$ cat src/rtl/uart_rx_fifo_if.sv
// Byte-stream bundle between the UART receiver/register block and the receive FIFO.
// Handshake: a pop happens on every rising edge where rd_valid_o && rd_ready_i; wr_stb_i is a one-cycle strobe that is never back-pressured.
interface uart_rx_fifo_if #(
  parameter int DEPTH = 16
);
  localparam int LW = $clog2(DEPTH) + 1;

  logic [7:0]    wr_data_i;
  logic          wr_stb_i;
  logic [7:0]    rd_data_o;
  logic          rd_valid_o;
  logic          rd_ready_i;
  logic [LW-1:0] level_o;
  logic          full_o;
  logic          empty_o;
  logic          thresh_irq_o;
  logic          overrun_o;
  logic          ovr_clr_i;
  logic [7:0]    drop_cnt_o;
  logic          flush_i;

  modport master (
    output wr_data_i, wr_stb_i, rd_ready_i, ovr_clr_i, flush_i,
    input  rd_data_o, rd_valid_o, level_o, full_o, empty_o,
           thresh_irq_o, overrun_o, drop_cnt_o
  );

  modport slave (
    input  wr_data_i, wr_stb_i, rd_ready_i, ovr_clr_i, flush_i,
    output rd_data_o, rd_valid_o, level_o, full_o, empty_o,
           thresh_irq_o, overrun_o, drop_cnt_o
  );
endinterface

$ cat src/rtl/uart_rx_fifo.sv
// Show-ahead receive byte FIFO with level, threshold IRQ, sticky overrun flag
// and a saturating dropped-byte counter.
module uart_rx_fifo #(
  parameter int DEPTH  = 16,
  parameter int THRESH = 8
) (
  input logic          clk_i,
  input logic          rst_i,
  uart_rx_fifo_if.slave bus
);
  localparam int AW = $clog2(DEPTH);
  localparam int LW = AW + 1;
  localparam logic [LW-1:0] DEPTH_L  = LW'(DEPTH);
  localparam logic [LW-1:0] THRESH_L = LW'(THRESH);

  logic [7:0]    mem [DEPTH];
  logic [AW-1:0] wr_ptr;
  logic [AW-1:0] rd_ptr;
  logic [LW-1:0] level;
  logic          overrun;
  logic [7:0]    drop_cnt;
  logic          full;
  logic          empty;
  logic          pop;
  logic          push;
  logic          drop;

  always_comb begin
    full  = (level == DEPTH_L);
    empty = (level == '0);
    pop   = !empty && bus.rd_ready_i;
    push  = bus.wr_stb_i && (!full || pop);
    // A strobe swallowed by a flush is intentionally not a drop.
    drop  = bus.wr_stb_i && full && !pop && !bus.flush_i;
  end

  always_ff @(posedge clk_i) begin
    if (rst_i) begin
      wr_ptr <= '0;
      rd_ptr <= '0;
      level  <= '0;
    end else if (bus.flush_i) begin
      wr_ptr <= '0;
      rd_ptr <= '0;
      level  <= '0;
    end else begin
      if (push) wr_ptr <= wr_ptr + AW'(1);
      if (pop)  rd_ptr <= rd_ptr + AW'(1);
      case ({push, pop})
        2'b10:   level <= level + LW'(1);
        2'b01:   level <= level - LW'(1);
        default: level <= level;
      endcase
    end
  end

  // Storage carries no reset; it is only observed through rd_valid_o.
  always_ff @(posedge clk_i) begin
    if (!rst_i && !bus.flush_i && push) mem[wr_ptr] <= bus.wr_data_i;
  end

  always_ff @(posedge clk_i) begin
    if (rst_i) begin
      overrun  <= 1'b0;
      drop_cnt <= '0;
    end else if (drop) begin
      overrun <= 1'b1;
      if (bus.ovr_clr_i)          drop_cnt <= 8'd1;
      else if (drop_cnt != 8'hFF) drop_cnt <= drop_cnt + 8'd1;
    end else if (bus.ovr_clr_i) begin
      overrun  <= 1'b0;
      drop_cnt <= '0;
    end
  end

  always_comb begin
    bus.rd_data_o    = mem[rd_ptr];
    bus.rd_valid_o   = !empty;
    bus.level_o      = level;
    bus.full_o       = full;
    bus.empty_o      = empty;
    bus.thresh_irq_o = (level >= THRESH_L);
    bus.overrun_o    = overrun;
    bus.drop_cnt_o   = drop_cnt;
  end
endmodule

$ cat src/flat_wrapper.sv
// flat-port wrapper written by rule: the top's interface ports become plain ports
module uart_rx_fifo_flat 
#(
  parameter int DEPTH  = 16,
  parameter int THRESH = 8
)
  (clk_i, rst_i, bus_wr_data_i, bus_wr_stb_i, bus_rd_ready_i, bus_ovr_clr_i, bus_flush_i, bus_rd_data_o, bus_rd_valid_o, bus_level_o, bus_full_o, bus_empty_o, bus_thresh_irq_o, bus_overrun_o, bus_drop_cnt_o);
  uart_rx_fifo_if #(.DEPTH(DEPTH)) bus_i ();
  input logic clk_i;
  input logic rst_i;
  input wire logic [$bits(bus_i.wr_data_i)-1:0] bus_wr_data_i;
  input wire logic [$bits(bus_i.wr_stb_i)-1:0] bus_wr_stb_i;
  input wire logic [$bits(bus_i.rd_ready_i)-1:0] bus_rd_ready_i;
  input wire logic [$bits(bus_i.ovr_clr_i)-1:0] bus_ovr_clr_i;
  input wire logic [$bits(bus_i.flush_i)-1:0] bus_flush_i;
  output wire logic [$bits(bus_i.rd_data_o)-1:0] bus_rd_data_o;
  output wire logic [$bits(bus_i.rd_valid_o)-1:0] bus_rd_valid_o;
  output wire logic [$bits(bus_i.level_o)-1:0] bus_level_o;
  output wire logic [$bits(bus_i.full_o)-1:0] bus_full_o;
  output wire logic [$bits(bus_i.empty_o)-1:0] bus_empty_o;
  output wire logic [$bits(bus_i.thresh_irq_o)-1:0] bus_thresh_irq_o;
  output wire logic [$bits(bus_i.overrun_o)-1:0] bus_overrun_o;
  output wire logic [$bits(bus_i.drop_cnt_o)-1:0] bus_drop_cnt_o;
  assign bus_i.wr_data_i = bus_wr_data_i;
  assign bus_i.wr_stb_i = bus_wr_stb_i;
  assign bus_i.rd_ready_i = bus_rd_ready_i;
  assign bus_i.ovr_clr_i = bus_ovr_clr_i;
  assign bus_i.flush_i = bus_flush_i;
  assign bus_rd_data_o = bus_i.rd_data_o;
  assign bus_rd_valid_o = bus_i.rd_valid_o;
  assign bus_level_o = bus_i.level_o;
  assign bus_full_o = bus_i.full_o;
  assign bus_empty_o = bus_i.empty_o;
  assign bus_thresh_irq_o = bus_i.thresh_irq_o;
  assign bus_overrun_o = bus_i.overrun_o;
  assign bus_drop_cnt_o = bus_i.drop_cnt_o;
  uart_rx_fifo #(.DEPTH(DEPTH), .THRESH(THRESH)) u_core (.clk_i(clk_i), .rst_i(rst_i), .bus(bus_i));
endmodule
$ cat config.mk
export PLATFORM = sky130hd
export DESIGN_NAME = uart_rx_fifo_flat
export DESIGN_NICKNAME = d
export VERILOG_FILES = /design/src/rtl/uart_rx_fifo_if.sv /design/src/rtl/uart_rx_fifo.sv /design/src/flat_wrapper.sv
export SDC_FILE = /design/constraint.sdc
export NUM_CORES = 1
export LEC_CHECK = 0
export CAP_MARGIN = 0
export CORE_MARGIN = 1.5
export CORE_UTILIZATION = 30
export CTS_CLUSTER_DIAMETER = 50
export DETAILED_ROUTE_END_ITERATION = 8
export PLACE_DENSITY = 0.51
export SLEW_MARGIN = 20
export SYNTH_ARGS = -nofsm -noshare
export SYNTH_HDL_FRONTEND = slang
export SYNTH_SLANG_ARGS = --single-unit
$ cat constraint.sdc
create_clock -name clk_i -period 5.7 [get_ports clk_i]
set_clock_uncertainty 0.2 [all_clocks]
set_input_delay 1.14 -clock clk_i [delete_from_list [all_inputs] [get_ports clk_i]]
set_output_delay 1.14 -clock clk_i [all_outputs]
set_load 0.01 [all_outputs]
* After elaboration in Yosys (flattened, before gate mapping)
Memory sizes are Yosys's and may differ from the RTL's. A register that Yosys moved wholly into a read port is not among the register bits. Index checks and enable logic that the tools add are counted.
Operators by class: add/subtract/negate cells 5, magnitude comparators 1, eq/ne operators 4, multiplexer cells 11, reductions and logical operators 19
Operator list (count):
- two-way mux 8 bit | 4
- one-hot mux 5 bit (2 select lines) | 1
- adder 4 x 1 -> 4 bit (second input constant) | 2
- adder 8 x 1 -> 8 bit (second input constant) | 1
- two-way mux 4 bit | 2
- != test 8 bit (second input constant) | 1
- logical AND 1 bit | 7
- nonzero test 2 bit | 3
- adder 5 x 1 -> 5 bit (second input constant) | 1
- == test 5 bit (second input constant) | 1
- >= comparator 5 x 4 -> 1 bit (second input constant) | 1
- zero test 1 bit | 5
- zero test 5 bit | 1
- subtractor 5 x 1 -> 5 bit (second input constant) | 1
- two-way mux 1 bit | 4
- == test 2 x 1 -> 1 bit (second input constant) | 1
- == test 2 bit (second input constant) | 1
- AND reduction 2 bit | 1
- OR reduction 2 bit | 1
- logical OR 1 bit | 1
Storage, ports and cells: bits in registers 22, bits in writable memories 128, input port bits 14, memories kept 1
Memories:
- u_core.mem | words 16, width 8, rd ports 1, clocked after memory_dff 1, write ports 1, RTL line uart_rx_fifo.sv:16 | logic [7:0] mem [DEPTH];

* Longest topological paths before layout
depth in word-level cells 8, mapped depth 10, mapped depth without buffers 9

* Worst setup path after synthesis
Ideal clock, no wire load.
path kind reg-to-output, start register with a tool-made name, end output bus_rd_data_o[0], arrival 1.833 ns, data required time 4.360 ns, slack 2.527 ns, cell stages (with the launch flop) 5, cell sequence dfxtp_1 clkbuf_1 buf_2 mux4_2 mux4_2
RTL lines:
- end, declared | RTL line flat_wrapper.sv:16 | output wire logic [$bits(bus_i.rd_data_o)-1:0] bus_rd_data_o;

==> impl_metrics.yaml <==
yosys:
  synth_top_area_share_pct: 62.5
  synth_edf_count: 128
  synthFlopType: "edfxtp_1"
  yosysWarnings: 0
  synth.net_count: 367
  ys_seq_elements: 154
  yosysTopAreaCell: "edfxtp_1"
  avgSynthCellArea_um2: 17.8
  syn-instance-count: 345
  ys_types: 36
  synthTopCellsByArea: "edfxtp_1 62%, mux4_2 15%, dfxtp_1 8.5%, nor2_1 2.3%, ha_1 1.6%"
  synthArstFlopShare_pct: 0
  netlist_top_cells_count: "128 x edfxtp_1, 40 x mux4_2, 38 x nor2_1"
  synth_most_common_cell: "edfxtp_1"
  synth_seq_area_share_pct: 71.0
  netlist_area_um2: 6150
layout:
  num_antenna_cells: 0
  stdcell_count: 687
  nNetsFinal: 426
  area_growth_pct: 22.1
  fill_cells: 1859
  fin_area_um2: 7510
  post-route-util_pct: 37.2
  drive_above_1_share_pct: 22.1
cts:
  cts_made_buffers: 17
  clk_latency_ns: 0.41
  cts-root-buf: "clkbuf_16"
  cts_max_level: 4
  cts_hold_buf: 0
  clockBufferDepth: 2
  cts_tree: "done"
  cts.sinks: 154
  cts_resized: 0
  clkTransAtPathRegs_ns: 0.06
  post_cts_buffers: 0
worst_setup_path:
  critPathArrivalTime_ns: 3.12
  path_max_fanout: 23
  timing.rr.start: "u_core.bus.level_o[2]"
  slowest_delay_ns: 0.90
  end_kind: "output port"
  cp_common_cell: "mux4_2"
  r2r_cells: 9
  path_cells: "buf_4 > mux4_2 > mux4_2 > clkdlybuf4s50_1"
  crit_required_ns: 4.36
  path_class: "reg -> out"
  worstSetupStartpointType: "register"
  cpMaxStageDelayCell: "dfxtp_2"
die:
  ios: 40
  initial_core_util_pct: 30.5
  die-area_um2: 21400
  die_y_um: 146
  num_rows: 52
  die_x_um: 146
  core_um2: 20200
grt:
  grt_max_degree: 33
  grt_pass1_wl_um: 20400
  antenna_found_initial: 0
  grt-ovfl-total: 0
  first_global_vias: 3406
  track_usage_pct: 13.3
place:
  placed_area_um2: 6930
  place_inst: 655
  dpl_worst_slack_ns: 1.60
  io_buffer_count: 39
  gp_congestion: 0.808
  post-dp-hpwl_um: 8220
worst_hold_path:
  min_from: "u_core.bus.overrun_o"
  hp-class: "reg -> reg"
  whs_path_depth: 2
detailed_routing:
  postRouteAntennaNets: 0
  wire_per_inst_um: 19.4
  viasPerCell: 4.73
  drt_iter0_drc: 274
  first_pass_iters: 4
  drc_errors: 0
  vias: 3247
  routed_wirelength_um: 13300
sta:
  fin_setup_tns_ns: 0
  rsz0062_at_grt: "no"
  timing.final.crit_share_pct: 78.3
  period_minus_slack_ns: 4.46
  drv_slew: 0
  hold_viol: 0
  max_freq_mhz: 224
  worstMarginPinSlew_ns: 0.879
  setup_violations: 0
  setup_ws_ns: 1.24
  slew_headroom_pct: 41.4
run_status:
  outcome: "finished, final reports clean"
power_and_ir_drop:
  ir_worst_vdd_mv: 0.189
  p_leak_nw: 2.35
  power.density_nw_per_um2: 324
job:
  drv_cap: 0
[registers in the layout (all words and copies together) (netlist names), named ones only]
signal,cells
u_core.bus.overrun_o,1
u_core.mem,128
u_core.rd_ptr,4
u_core.bus.drop_cnt_o,8
u_core.bus.level_o,5
u_core.wr_ptr,4
[final cells by class]
type	count	area, um2	area share [%]
timing repair buffer	54	503	6.70
inverter	4	15.0	0.200
clock inverter	14	145	1.93
clock buffer	18	429	5.72
tap	270	338	4.50
multi-input combinational	173	1710	22.8
sequential	154	4370	58.2
[layout by cell type (no fill, tap or decap), drive strengths merged, types with 7 or more instances in the layout]
master         count
edfxtp           128
mux4              40
clkdlybuf4s50     39
nor2              38
dfxtp             26
clkbuf            18
buf               15
nand2             12
nand3             10
xor2               8
nor3               8
ha                 8
a21oi              7
inv                7
[per-stage QoR]
stage          power [mW]  hold WS [ns]
3_3_place_gp         1.36         0.265
5_1_grt              2.51         0.323
2_1_floorplan        1.31         0.253
6_report             2.44         0.288
4_1_cts              2.46         0.296
3_5_place_dp         1.36         0.277
[per-layer routing]
metal | wire length [um] | up-vias | global-route usage, % | part of all wire, %
li1 | - | 1483 | - | -
met1 | 6200 | 1659 | 18.5 | 47
met2 | 6150 | 92 | 19.7 | 46
met3 | 697 | 13 | 3.19 | 5.2
met4 | 248 | 0 | 5.86 | 1.9
met5 | 0 | - | 0 | 0
[worst max-delay path: cells and delay by family, from the launching register on]
kind	cells	cell delay, ns
muxes	2	0.99
buffers and inverters	2	0.79
DFF	1	0.90
[path summary, 6_finish.rpt]
| kind | endpoint | slack [ns] |
|---|---|---|
| max | bus_rd_data_o[3] | 1.24 |
| min | u_core.bus.overrun_o | 0.29 |
| max reg2reg | u_core.bus.level_o[4] | 2.85 |
| min reg2reg | u_core.bus.overrun_o | 0.29 |
[power by group]
group	internal, mW	switching [mW]	total [mW]	leakage [nW]
Clock	0.647	0.457	1.10	0.278
Combinational	0.0504	0.0491	0.0995	0.709
Sequential	1.22	0.00937	1.23	1.36
[kinds of logic after synthesis]
family                     after synthesis  share of synthesized area (%)
AOI/OAI and AO/OA                       18                           1.79
xor gates and xnor gates                14                           1.99
adders and majority gates                8                           1.63
buffers and inverters                   18                           1.22
DFF                                    154                           71.0
muxes                                   44                           15.3
and+or+nand+nor                         89                           7.12
(Power assumes the default switching activity.)
